**src/rtl/pipe_hazard_ctrl.sv**
```systemverilog
// rtl/pipe_hazard_ctrl.sv - hazard, stall, flush and forwarding control for a 5-stage pipeline
//
// Ports:
//   clk, rst_n                     clock (rising edge), asynchronous active-low reset
//   rsD, rtD / rsE, rtE            source registers of the instructions in Decode / Execute
//   writeregE/M/W, regwriteE/M/W   destination register and write enable in E/M/W
//   memtoregE, memtoregM           load instruction in E/M
//   branchD                        Decode branch compares rsD/rtD
//   pcsrcD                         Decode resolved a taken branch/jump this cycle
//   imem_ready                     instruction word for the current pcF is valid
//   stallF, stallD                 hold pc_IF / IF_ID (1 = hold)
//   flushD, flushE                 clear IF_ID / ID_EX
//   forwardAD, forwardBD           Decode comparator operand from the M-stage result
//   forwardAE, forwardBE           ALU operand select: 00 regfile, 01 W result, 10 M result
//   stall_count                    saturating count of cycles with stallF=1

module pipe_hazard_ctrl #(
    parameter int CNT_W = 32,
    parameter int REG_W = 5
) (
    input  logic             clk,
    input  logic             rst_n,
    input  logic [REG_W-1:0] rsD,
    input  logic [REG_W-1:0] rtD,
    input  logic [REG_W-1:0] rsE,
    input  logic [REG_W-1:0] rtE,
    input  logic [REG_W-1:0] writeregE,
    input  logic [REG_W-1:0] writeregM,
    input  logic [REG_W-1:0] writeregW,
    input  logic             regwriteE,
    input  logic             regwriteM,
    input  logic             regwriteW,
    input  logic             memtoregE,
    input  logic             memtoregM,
    input  logic             branchD,
    input  logic             pcsrcD,
    input  logic             imem_ready,
    output logic             stallF,
    output logic             stallD,
    output logic             flushD,
    output logic             flushE,
    output logic             forwardAD,
    output logic             forwardBD,
    output logic [1:0]       forwardAE,
    output logic [1:0]       forwardBE,
    output logic [CNT_W-1:0] stall_count
);

    localparam logic [0:0] RUN     = 1'b0;
    localparam logic [0:0] DISCARD = 1'b1;

    logic [0:0] state;
    logic [0:0] state_nxt;
    logic       lwstall;
    logic       branchstall;
    logic       dstall;
    logic       fwait;

    // Register 0 is hard-wired, so a write to it never creates a dependency.
    function automatic logic reg_hit(input logic [REG_W-1:0] w, input logic [REG_W-1:0] r);
        return (r != '0) && (w == r);
    endfunction

    function automatic logic [1:0] alu_fwd(input logic [REG_W-1:0] r);
        if (regwriteM && reg_hit(writeregM, r)) begin
            return 2'b10;
        end else if (regwriteW && reg_hit(writeregW, r)) begin
            return 2'b01;
        end
        return 2'b00;
    endfunction

    assign lwstall     = memtoregE && (reg_hit(writeregE, rsD) || reg_hit(writeregE, rtD));
    assign branchstall = branchD &&
                         ((regwriteE && (reg_hit(writeregE, rsD) || reg_hit(writeregE, rtD))) ||
                          (memtoregM && (reg_hit(writeregM, rsD) || reg_hit(writeregM, rtD))));
    assign dstall      = lwstall || branchstall;
    assign fwait       = !imem_ready;

    always_comb begin
        state_nxt = state;
        stallF    = 1'b0;
        stallD    = 1'b0;
        flushD    = 1'b1;
        flushE    = 1'b1;
        forwardAE = 2'b00;
        forwardBE = 2'b00;
        forwardAD = 1'b0;
        forwardBD = 1'b0;
        if (rst_n) begin
            forwardAE = alu_fwd(rsE);
            forwardBE = alu_fwd(rtE);
            forwardAD = regwriteM && reg_hit(writeregM, rsD);
            forwardBD = regwriteM && reg_hit(writeregM, rtD);
            case (state)
                RUN: begin
                    stallD = dstall;
                    flushE = dstall;
                    stallF = dstall || fwait;
                    // A data stall freezes D, so it also suppresses any redirect.
                    flushD = !dstall && (pcsrcD || fwait);
                    // Redirect while a fetch is outstanding: let the PC take the
                    // target now, and remember that the old word is still coming.
                    if (pcsrcD && fwait && !dstall) begin
                        stallF    = 1'b0;
                        state_nxt = DISCARD;
                    end
                end
                default: begin
                    // Waiting for the abandoned fetch; its word is flushed, never latched.
                    stallF = 1'b1;
                    stallD = 1'b0;
                    flushD = 1'b1;
                    flushE = 1'b0;
                    if (imem_ready) begin
                        state_nxt = RUN;
                    end
                end
            endcase
        end
    end

    always_ff @(posedge clk or negedge rst_n) begin
        if (!rst_n) begin
            state       <= RUN;
            stall_count <= '0;
        end else begin
            state <= state_nxt;
            if (stallF && (stall_count != '1)) begin
                stall_count <= stall_count + CNT_W'(1);
            end
        end
    end

endmodule

```
**config.mk**
```make
export PLATFORM = sky130hd
export DESIGN_NAME = pipe_hazard_ctrl
export DESIGN_NICKNAME = d
export VERILOG_FILES = /design/src/rtl/pipe_hazard_ctrl.sv
export SDC_FILE = /design/constraint.sdc
export NUM_CORES = 1
export LEC_CHECK = 0
export ABC_AREA = 1
export ABC_CLOCK_PERIOD_IN_PS = 6900
export CAP_MARGIN = 10
export CELL_PAD_IN_SITES_DETAIL_PLACEMENT = 1
export CELL_PAD_IN_SITES_GLOBAL_PLACEMENT = 1
export CORE_ASPECT_RATIO = 1.25
export CORE_MARGIN = 2
export CORE_UTILIZATION = 30
export DETAILED_ROUTE_END_ITERATION = 8
export PLACE_DENSITY = 0.86
export REMOVE_ABC_BUFFERS = 1
export SYNTH_ARGS = -nofsm -noshare
export SYNTH_HDL_FRONTEND = slang
export SYNTH_SLANG_ARGS = --single-unit
```
**constraint.sdc**
```tcl
create_clock -name clk -period 6.9 [get_ports clk]
set_input_delay 2.07 -clock clk [delete_from_list [all_inputs] [get_ports clk]]
set_output_delay 2.07 -clock clk [all_outputs]
set_load 0.1 [all_outputs]
```
# Yosys cells after proc, flatten, opt, wreduce, memory -nomap -nowiden
# Cells that the tools add are included.
# Widths: inputs -> output; s select.
word_totals:
  ff_bits: 33
  out_inout_bits: 42
classes:
  n_addsub: 1
  n_eq_ne: 9
  mux: 27
  reduce_logical: 34
op_table:
  columns: ["cell", "n"]
  rows:
  - ["$eq 5x5->1", 8]
  - ["$add 32x1->32 const B", 1]
  - ["$ne 32x32->1 const B", 1]
  - ["$logic_and 1x1->1", 22]
  - ["$reduce_bool 5->1", 4]
  - ["$mux 1", 19]
  - ["$mux 2", 8]
  - ["$logic_or 1x1->1", 6]
  - ["$logic_not 1->1", 2]

# Logic depth before layout (Yosys ltp)
# Gate-level depths: netlist (run 1).
logic_depth:
  ltp_word: 13
  mapped_depth: 13
  depth_no_buf: 12

# Least setup slack after synthesis (run 1)
# Ideal clock, no wire load.
synth_timing:
  path_type: "input port to output port"
  start: "input rst_n"
  end: "output forwardAD"
  arrival_ps: 4778
  t_required_ps: 4830
  path_slack_ps: 52
  stages: 4
  cell_sequence: "clkbuf_1 > clkbuf_1 > inv_1 > nor3_1"
synth_via:
  elab_chain_len: 1
synth_lines:
  columns: ["item", "line_no", "text"]
  rows:
  - ["start: declaration", "22", "input logic rst_n,"]
  - ["$mux 1", "90", "if (rst_n) begin"]
  - ["end: declaration", "42", "output logic forwardAD,"]
# No other way between the ends.

# Worst setup path in the final report (run 1)
layout_timing:
  start: "input writeregM[4]"
  end: "output stallD"
layout_via:
  elab_chain_len: 9
layout_lines:
  columns: ["item", "line_no", "text"]
  rows:
  - ["start: declaration", "28", "input logic [REG_W-1:0] writeregM,"]
  - ["$eq 5x5->1", "61", "return (r != '0) && (w == r);"]
  - ["$logic_and 1x1->1", "61", null]
  - ["$logic_or 1x1->1 (*)", "76", "(memtoregM && (reg_hit(writeregM, rsD) || reg_hit(writeregM, rtD))));"]
  - ["$logic_and 1x1->1 (*)", "76", null]
  - ["$logic_or 1x1->1 (*)", "75", "((regwriteE && (reg_hit(writeregE, rsD) || reg_hit(writeregE, rtD))) ||"]
  - ["$logic_and 1x1->1 (*)", "74", "assign branchstall = branchD &&"]
  - ["$logic_or 1x1->1 (*)", "77", "assign dstall = lwstall || branchstall;"]
  - ["$mux 1 (*)", "95", "case (state)"]
  - ["$mux 1 (*)", "90", null]
  - ["end: declaration", "39", "output logic stallD,"]
# Every way passes the cells marked *; elsewhere a longest branch is shown, timed or not.

==> metrics.md, run 1 <==
| Metric | Value |
|---|---|
| Pins Over Slew Limit | `0` |
| Seq/Total Area, Yosys | `0.272` |
| Worst Tran Pin Value | `998 ps` |
| Number of clock buffers inserted by TritonCTS | `5` |
| Post-route core utilization | `0.415` |
| Core Box Area | `9950 um2` |
| DR WL met2 | `5.63 mm` |
| Proportion of power drawn by flip-flops and latches | `0.316` |
| Flip-flop cell with the highest count after synthesis | `sky130_fd_sc_hd__dfrtp_1` |
| Family of cells with the greatest summed delay on the critical path | `buffers and inverters` |
| Setup_tns | `0 ps` |
| EDFF count, synth | `0` |
| Setup-failing EPs final | `0` |
| Max Cap Viol | `0` |
| Maximum number of pins on one net before global-route repair | `73` |
| Number of nets in the finished design | `609` |
| TritonCTS clock tree | `yes` |
| Top metal layer carrying routed signals | `met4` |
| Data required, critical path | `4830 ps` |
| Slack of the critical path | `947 ps` |
| Post-cts resize count | `0` |
| Clk_lat worst skew | `280 ps` |
| Floorplan die area | `10,900 um2` |
| Final GP Congestion | `0.881` |
| Most area-consuming cells after synthesis | `sky130_fd_sc_hd__dfrtp_1, sky130_fd_sc_hd__nand2_1, sky130_fd_sc_hd__xor2_1` |
| Warning count from the yosys run | `0` |
| Initial antenna violation count | `0` |
| Minimum clock period after layout | `5950 ps` |
| Detailed router's first-iteration violation count | `106` |
| Power density cells | `178 nW/um2` |
| Worst-path fanout max | `6` |
| Result of the run | `complete, no violations` |
| Remaining max-slew budget at the tightest pin | `0.332` |
| Cell mode on critical path | `sky130_fd_sc_hd__nand2_1` |
| Die Ht | `116 um` |
| Clock Sink Count | `33` |
| Number of I/O pins | `87` |
| Async SR Flop Fraction | `1.00` |
| First-pass GRT wire length | `17.4 mm` |
| Combinational power share | `0.383` |
| Maximum clock skew at final layout | `5.21 ps` |
| Final HPWL DP | `8.43 mm` |
| Initial standard-cell utilization of the core | `0.305` |
| GRT Total Usage | `0.197` |
| Adder-Cell Fraction of Synth Area | `0.00412` |
| Buffers added on ports | `86` |
| Portion of the clock cycle consumed by the worst path in the final layout | `0.863` |
| Clk network pwr share | `0.300` |
| Setup WS pre-CTS | `954 ps` |
| DRC errors left | `0` |
| Number of antenna repair diodes | `0` |
| Post-synth top area cell | `sky130_fd_sc_hd__dfrtp_1` |
| Met3 Wirelength | `387 um` |
| Filler Cells Inserted | `1,314` |
| Aggregate routed wire length | `10.5 mm` |
| Switching pwr | `0.303 mW` |
| Antenna-violating nets left | `0` |
| Gr ovfl total | `0` |
| Via count of the first global-routing pass | `3,669` |
| First-pass detailed-route iteration total | `4` |
| P_int | `0.432 mW` |
| Setup bufs post-CTS | `0` |
| Maximum number of buffers from clock root to sink | `2` |
| Area growth from synthesis to layout | `36.1%` |
| Via count | `3,501` |
| # hold bufs at CTS | `0` |
| Switching Share | `0.412` |
| Post-synthesis cell area | `3040 um2` |
| Number of buffers and inverters on the critical path | `3` |
| Final hold vios | `0` |
| Combinational family with the most area after synthesis | `simple AND/OR/NAND/NOR gates` |
| Highest-delay cell along the critical path | `sky130_fd_sc_hd__clkdlybuf4s50_1` |
| Setup repair after global routing missed its margin | `no` |
| Crit. End Element | `output port` |
| Multiplexer share of the synthesized area | `0` |
| Yosys top cell area share | `0.272` |
| Worst Path Class, Setup | `in2out` |
| Routed vias/inst | `5.06` |
| Maximum achievable frequency | `0.168 GHz` |
| Min-delay worst type | `reg2reg` |
| Clock transition at path regs | `50 ps` |
| Number of distinct standard cells referenced by the synthesized netlist | `32` |
| Critical-path cell list | `clkdlybuf4s50_1 -> inv_1 -> nand2_1 -> nand2_1 -> nor2_1 -> nand3_1 -> nand2_1 -> nand2_1 -> nand2_1 -> nand2_1 -> nor2_1 -> buf_4` |
| Average footprint of a synthesized cell | `6.30 um2` |
| Peak VDD IR | `0.0951 mV` |
| Arrival time of the worst setup path | `3880 ps` |
| Worst path max stage delay | `600 ps` |
| Wire length per cell | `15.1 um` |
| Power after layout | `0.735 mW` |
| Layout cell share with drive strength beyond 1 | `0.0551` |
| Total number of H-tree levels | `2` |
| Post-synthesis sequential element count | `33` |
| Post-synthesis xor/xnor area fraction | `0.127` |
| Buffer type at the clock tree root | `sky130_fd_sc_hd__clkbuf_16` |
| DRT met1 WL | `4.23 mm` |
| Area taken by multi-input logic gates | `1950 um2` |
| Simple-gate portion of the synthesized area | `0.475` |
| Leakage component of the power | `1.91 nW` |
| Horizontal die dimension | `94.0 um` |
| FP Rows | `41` |
| Category of the worst setup path launch point | `input pin` |
| Number of standard cells after synthesis | `482` |
| Synth Area in Compound Gates | `0.0350` |
| Sequential cell area in the final layout | `826 um2` |
cell usage in the layout, fill, tap and decap left out, types with 2 or more instances in the layout:
cell | synthesis | layout
sky130_fd_sc_hd__nand4_1 | 39 | 39
sky130_fd_sc_hd__a221oi_1 | 2 | 2
sky130_fd_sc_hd__o21ai_0 | 3 | 3
sky130_fd_sc_hd__inv_1 | 51 | 51
sky130_fd_sc_hd__o211ai_1 | 2 | 2
sky130_fd_sc_hd__buf_4 | 3 | 12
sky130_fd_sc_hd__nor3_2 | 3 | 3
sky130_fd_sc_hd__nand3_2 | 3 | 3
sky130_fd_sc_hd__nor2_2 | 3 | 3
sky130_fd_sc_hd__nor2_1 | 55 | 55
sky130_fd_sc_hd__dfrtp_1 | 33 | 33
sky130_fd_sc_hd__nand3b_1 | 3 | 3
sky130_fd_sc_hd__xor2_1 | 29 | 29
sky130_fd_sc_hd__a211oi_1 | 2 | 2
sky130_fd_sc_hd__clkbuf_16 | 0 | 5
sky130_fd_sc_hd__nand2_1 | 173 | 173
sky130_fd_sc_hd__nor4_1 | 2 | 2
sky130_fd_sc_hd__and3_1 | 2 | 2
sky130_fd_sc_hd__o22ai_1 | 3 | 3
sky130_fd_sc_hd__nor3_1 | 18 | 18
sky130_fd_sc_hd__clkdlybuf4s50_1 | 0 | 75
sky130_fd_sc_hd__xnor2_1 | 15 | 15
sky130_fd_sc_hd__nand3_1 | 19 | 19
cells in the mapped netlist (4+ instances only):
library cell                 n
sky130_fd_sc_hd__xnor2_1    15
sky130_fd_sc_hd__buf_2       4
sky130_fd_sc_hd__nand2_1   173
sky130_fd_sc_hd__dfrtp_1    33
sky130_fd_sc_hd__inv_1      51
sky130_fd_sc_hd__nor3_1     18
sky130_fd_sc_hd__nand4_1    39
sky130_fd_sc_hd__xor2_1     29
sky130_fd_sc_hd__nor2_1     55
sky130_fd_sc_hd__clkbuf_1    6
sky130_fd_sc_hd__nand3_1    19
area by class of cell:
class / instances / share of cell area
Tap cell: 129 / 0.0391
Inverter: 51 / 0.0463
Timing Repair Buffer: 89 / 0.210
Multi-Input combinational cell: 383 / 0.471
Clock buffer: 7 / 0.0345
Sequential cell: 33 / 0.200
registers in the layout, indices dropped and copies added (netlist names):
name,cells
stall_count,32
state,1
cell families (layout without fill, tap and decap cells):
family | after synthesis | count (layout)
flip-flops | 33 | 33
XOR/XNOR | 44 | 44
adder cells (fa/ha/maj) | 1 | 1
AND/OR/NAND/NOR | 323 | 323
AO/OA/AOI/OAI | 15 | 15
buffers and inverters | 66 | 147
per-stage QoR:
step           std cells  hold slack (ps)  instance area [um2]
2_1_floorplan        467              493                 2960
3_3_place_gp         685              514                 3990
3_5_place_dp         685              538                 3990
4_1_cts              692              550                 4130
5_1_grt              692              586                 4130
6_report             692              546                 4130
final timing paths:
| path | slack [ps] | cells past startpoint | endpoint | from |
|---|---|---|---|---|
| worst max-delay path | 950 | 12 | stallD | writeregM[4] |
| worst min-delay path | 550 | 2 | stall_count[1] | stall_count[1] |
| worst max register to register | 4320 | 10 | stall_count[3] | stall_count[0] |
| worst min register to register | 550 | 2 | stall_count[1] | stall_count[1] |
| max in group asynchronous | 4330 | 2 | stall_count[16] | rst_n |
| min in group asynchronous | 2020 | 2 | stall_count[10] | rst_n |
layer usage:
layer	vias to the layer above	GRT usage
li1	1716	-
met1	1694	0.216
met2	77	0.388
met3	14	0.0297
met4	0	0.0541
met5	-	0
power by group through the flow:
stage	clock network, mW	logic (mW)	registers, mW
after floorplan	0	0.0947	0.321
after global placement	0	0.276	0.233
final	0.221	0.282	0.232
after global routing	0.231	0.302	0.235
after CTS	0.224	0.284	0.232
after detailed placement	0	0.282	0.235
worst min-delay path: stages, from the launching register on:
cell,delay (ps)
sky130_fd_sc_hd__dfrtp_1,390
sky130_fd_sc_hd__nand2_1,70
sky130_fd_sc_hd__nand2_1,50
(Power assumes the default switching activity.)
==> run 2, diff against run 1 <==
- CORE_ASPECT_RATIO: 1.25 -> 0.6
==> run 2 against run 1 <==
Via count up 1.6%. Clock skew is 0.98 ps lower. First-iteration DRC count up 140%.
==> metrics.md, run 2 (synthesis results as in run 1) <==
| Metric | Value |
|---|---|
| Routed vias/inst | `5.08` |
| Worst-path fanout max | `6` |
| Crit. End Element | `output port` |
| Number of clock buffers inserted by TritonCTS | `5` |
| Via count | `3,558` |
| Buffers added on ports | `86` |
| Layout cell share with drive strength beyond 1 | `0.0602` |
| Category of the worst setup path launch point | `input pin` |
| Remaining max-slew budget at the tightest pin | `0.323` |
| Register with the most flip-flops | `stall_count` |
| Min-delay worst type | `reg2reg` |
| Critical-path cell list | `clkdlybuf4s50_1 -> inv_1 -> nand2_1 -> nand2_1 -> nor2_1 -> nand3_1 -> nand2_1 -> nand2_1 -> nand2_1 -> nand2_1 -> nor2_1 -> buf_4` |
| TritonCTS clock tree | `yes` |
| Clock Sink Count | `33` |
| Most common cell after layout, fill and taps aside | `sky130_fd_sc_hd__nand2_1` |
| Path depth of the worst reg2reg path | `9` |
| Setup bufs post-CTS | `0` |
| FP Rows | `28` |
| Total number of H-tree levels | `2` |
| Worst path max stage delay | `640 ps` |
| Number of buffers and inverters on the critical path | `3` |
| Leakage component of the power | `1.92 nW` |
| Number of I/O pins | `87` |
| Pins Over Slew Limit | `0` |
| Number of nets in the finished design | `610` |
| Final GP Congestion | `0.932` |
| Antenna-violating nets left | `0` |
| Switching pwr | `0.322 mW` |
| Die Ht | `81.9 um` |
| Maximum achievable frequency | `0.165 GHz` |
| Worst Tran Pin Value | `1010 ps` |
| Power density cells | `184 nW/um2` |
| Gr ovfl total | `0` |
| Aggregate routed wire length | `12.2 mm` |
| Peak VDD IR | `0.199 mV` |
| Worst flop-to-flop path startpoint | `stall_count[0]` |
| Cell area after placement | `4010 um2` |
| Destination of the worst register-to-register timing path | `stall_count[1]` |
| Finished Cell Area | `4160 um2` |
| Detailed router's first-iteration violation count | `253` |
| Arrival time of the worst setup path | `3980 ps` |
| Post-cts resize count | `0` |
| Result of the run | `complete, no violations` |
| Maximum clock skew at final layout | `4.24 ps` |
| Switching Share | `0.421` |
| Minimum clock period after layout | `6050 ps` |
| First-pass detailed-route iteration total | `4` |
| Registers with the most flip-flops | `stall_count (32), state (1)` |
| Cell mode on critical path | `sky130_fd_sc_hd__nand2_1` |
| Buffer type at the clock tree root | `sky130_fd_sc_hd__clkbuf_16` |
| Horizontal die dimension | `134 um` |
| Worst Path Class, Setup | `in2out` |
| Number of antenna repair diodes | `0` |
| Combinational power share | `0.378` |
| Reg2reg setup slack | `4540 ps` |
| Clock transition at path regs | `50 ps` |
| Initial antenna violation count | `0` |
| Setup-failing EPs final | `0` |
| DRC errors left | `0` |
| Number of cells traversed by the worst hold path | `2` |
| Commonest cells after routing, fill and taps aside | `sky130_fd_sc_hd__nand2_1, sky130_fd_sc_hd__clkdlybuf4s50_1, sky130_fd_sc_hd__nor2_1, sky130_fd_sc_hd__inv_1, sky130_fd_sc_hd__nand4_1` |
| Filler Cells Inserted | `1,289` |
| Maximum number of buffers from clock root to sink | `2` |
| WHS Endpoint | `stall_count[31]` |
| Clk_lat worst skew | `290 ps` |
| Clk network pwr share | `0.317` |
| P_int | `0.443 mW` |
| Highest-delay cell along the critical path | `sky130_fd_sc_hd__clkdlybuf4s50_1` |
| Floorplan die area | `11,000 um2` |
| Setup repair after global routing missed its margin | `no` |
| GRT Total Usage | `0.229` |
| Portion of the clock cycle consumed by the worst path in the final layout | `0.877` |
| Area growth from synthesis to layout | `37.1%` |
| Final hold vios | `0` |
| Flip-flop count of the largest register after layout | `32` |
| Setup_tns | `0 ps` |
| Initial standard-cell utilization of the core | `0.308` |
| Family of cells with the greatest summed delay on the critical path | `buffers and inverters` |
| Core Box Area | `9840 um2` |
| First-pass GRT wire length | `19.4 mm` |
| # hold bufs at CTS | `0` |
| CP startpoint | `writeregM[4]` |
| Max Cap Viol | `0` |
| Via count of the first global-routing pass | `3,590` |
| Final HPWL DP | `9.83 mm` |
| Hold Startpoint | `stall_count[31]` |
| Data required, critical path | `4830 ps` |
| Wire length per cell | `17.4 um` |
| Proportion of power drawn by flip-flops and latches | `0.305` |
| Maximum number of pins on one net before global-route repair | `44` |
run 2: cell count changes in the layout (fill, tap and decap cells not counted), sizes merged:
cell	delta
clkinv	+1
buf	+1
run 2: how the worst max path moves through the flow:
stage | depth (start not counted) | slack (ps) | end
3_3_place_gp | 7 | 940 | forwardAE[0]
4_1_cts | 12 | 840 | stallD
5_1_grt | 12 | 730 | stallD
3_5_place_dp | 12 | 840 | stallD
2_1_floorplan | 7 | 390 | forwardAD
6_report | 12 | 850 | stallD
run 2: stage by stage:
stage	power, mW	hold slack [ps]	std cells	util	setup slack, ps
2_1_floorplan	0.415	493	467	-	388
3_3_place_gp	0.515	525	692	0.407	937
3_5_place_dp	0.524	546	692	0.407	841
4_1_cts	0.767	562	700	0.423	838
5_1_grt	0.799	597	700	0.423	727
6_report	0.764	560	700	0.423	848
run 2: final cells by class:
type                    count  area (um2)  area share
clock inverters             1        5.00     0.00120
flip-flops and latches     33         826       0.198
clock buffers               7         153      0.0367
multi-input cells         383        1950       0.467
well taps                 135         169      0.0406
repair buffers             90         873       0.210
inverters                  51         191      0.0460
run 2: routing by layer:
layer	share of wire	vias up	GRT usage
met4	0.0082	0	0.0426
met5	0	-	0
met3	0.044	12	0.0302
met1	0.53	1744	0.348
met2	0.41	77	0.344
li1	-	1725	-
run 2: worst register-to-register path, stage by stage, from the launching register on:
cell                      delay, ps
sky130_fd_sc_hd__dfrtp_1        520
sky130_fd_sc_hd__ha_1           320
sky130_fd_sc_hd__nand3_2        170
sky130_fd_sc_hd__nor2_2         190
sky130_fd_sc_hd__nand3_1        100
sky130_fd_sc_hd__nor3_2         130
sky130_fd_sc_hd__nand4_1        140
sky130_fd_sc_hd__nand3_2        490
sky130_fd_sc_hd__nand2_1        120
sky130_fd_sc_hd__nand2_1        100
run 2: power by group through the flow:
stage / clock, mW / sequential (mW) / combinational, mW
after CTS: 0.246 / 0.233 / 0.289
final: 0.242 / 0.233 / 0.289
after global routing: 0.256 / 0.236 / 0.308
after floorplan: 0 / 0.321 / 0.0947
after detailed placement: 0 / 0.236 / 0.289
after global placement: 0 / 0.234 / 0.281
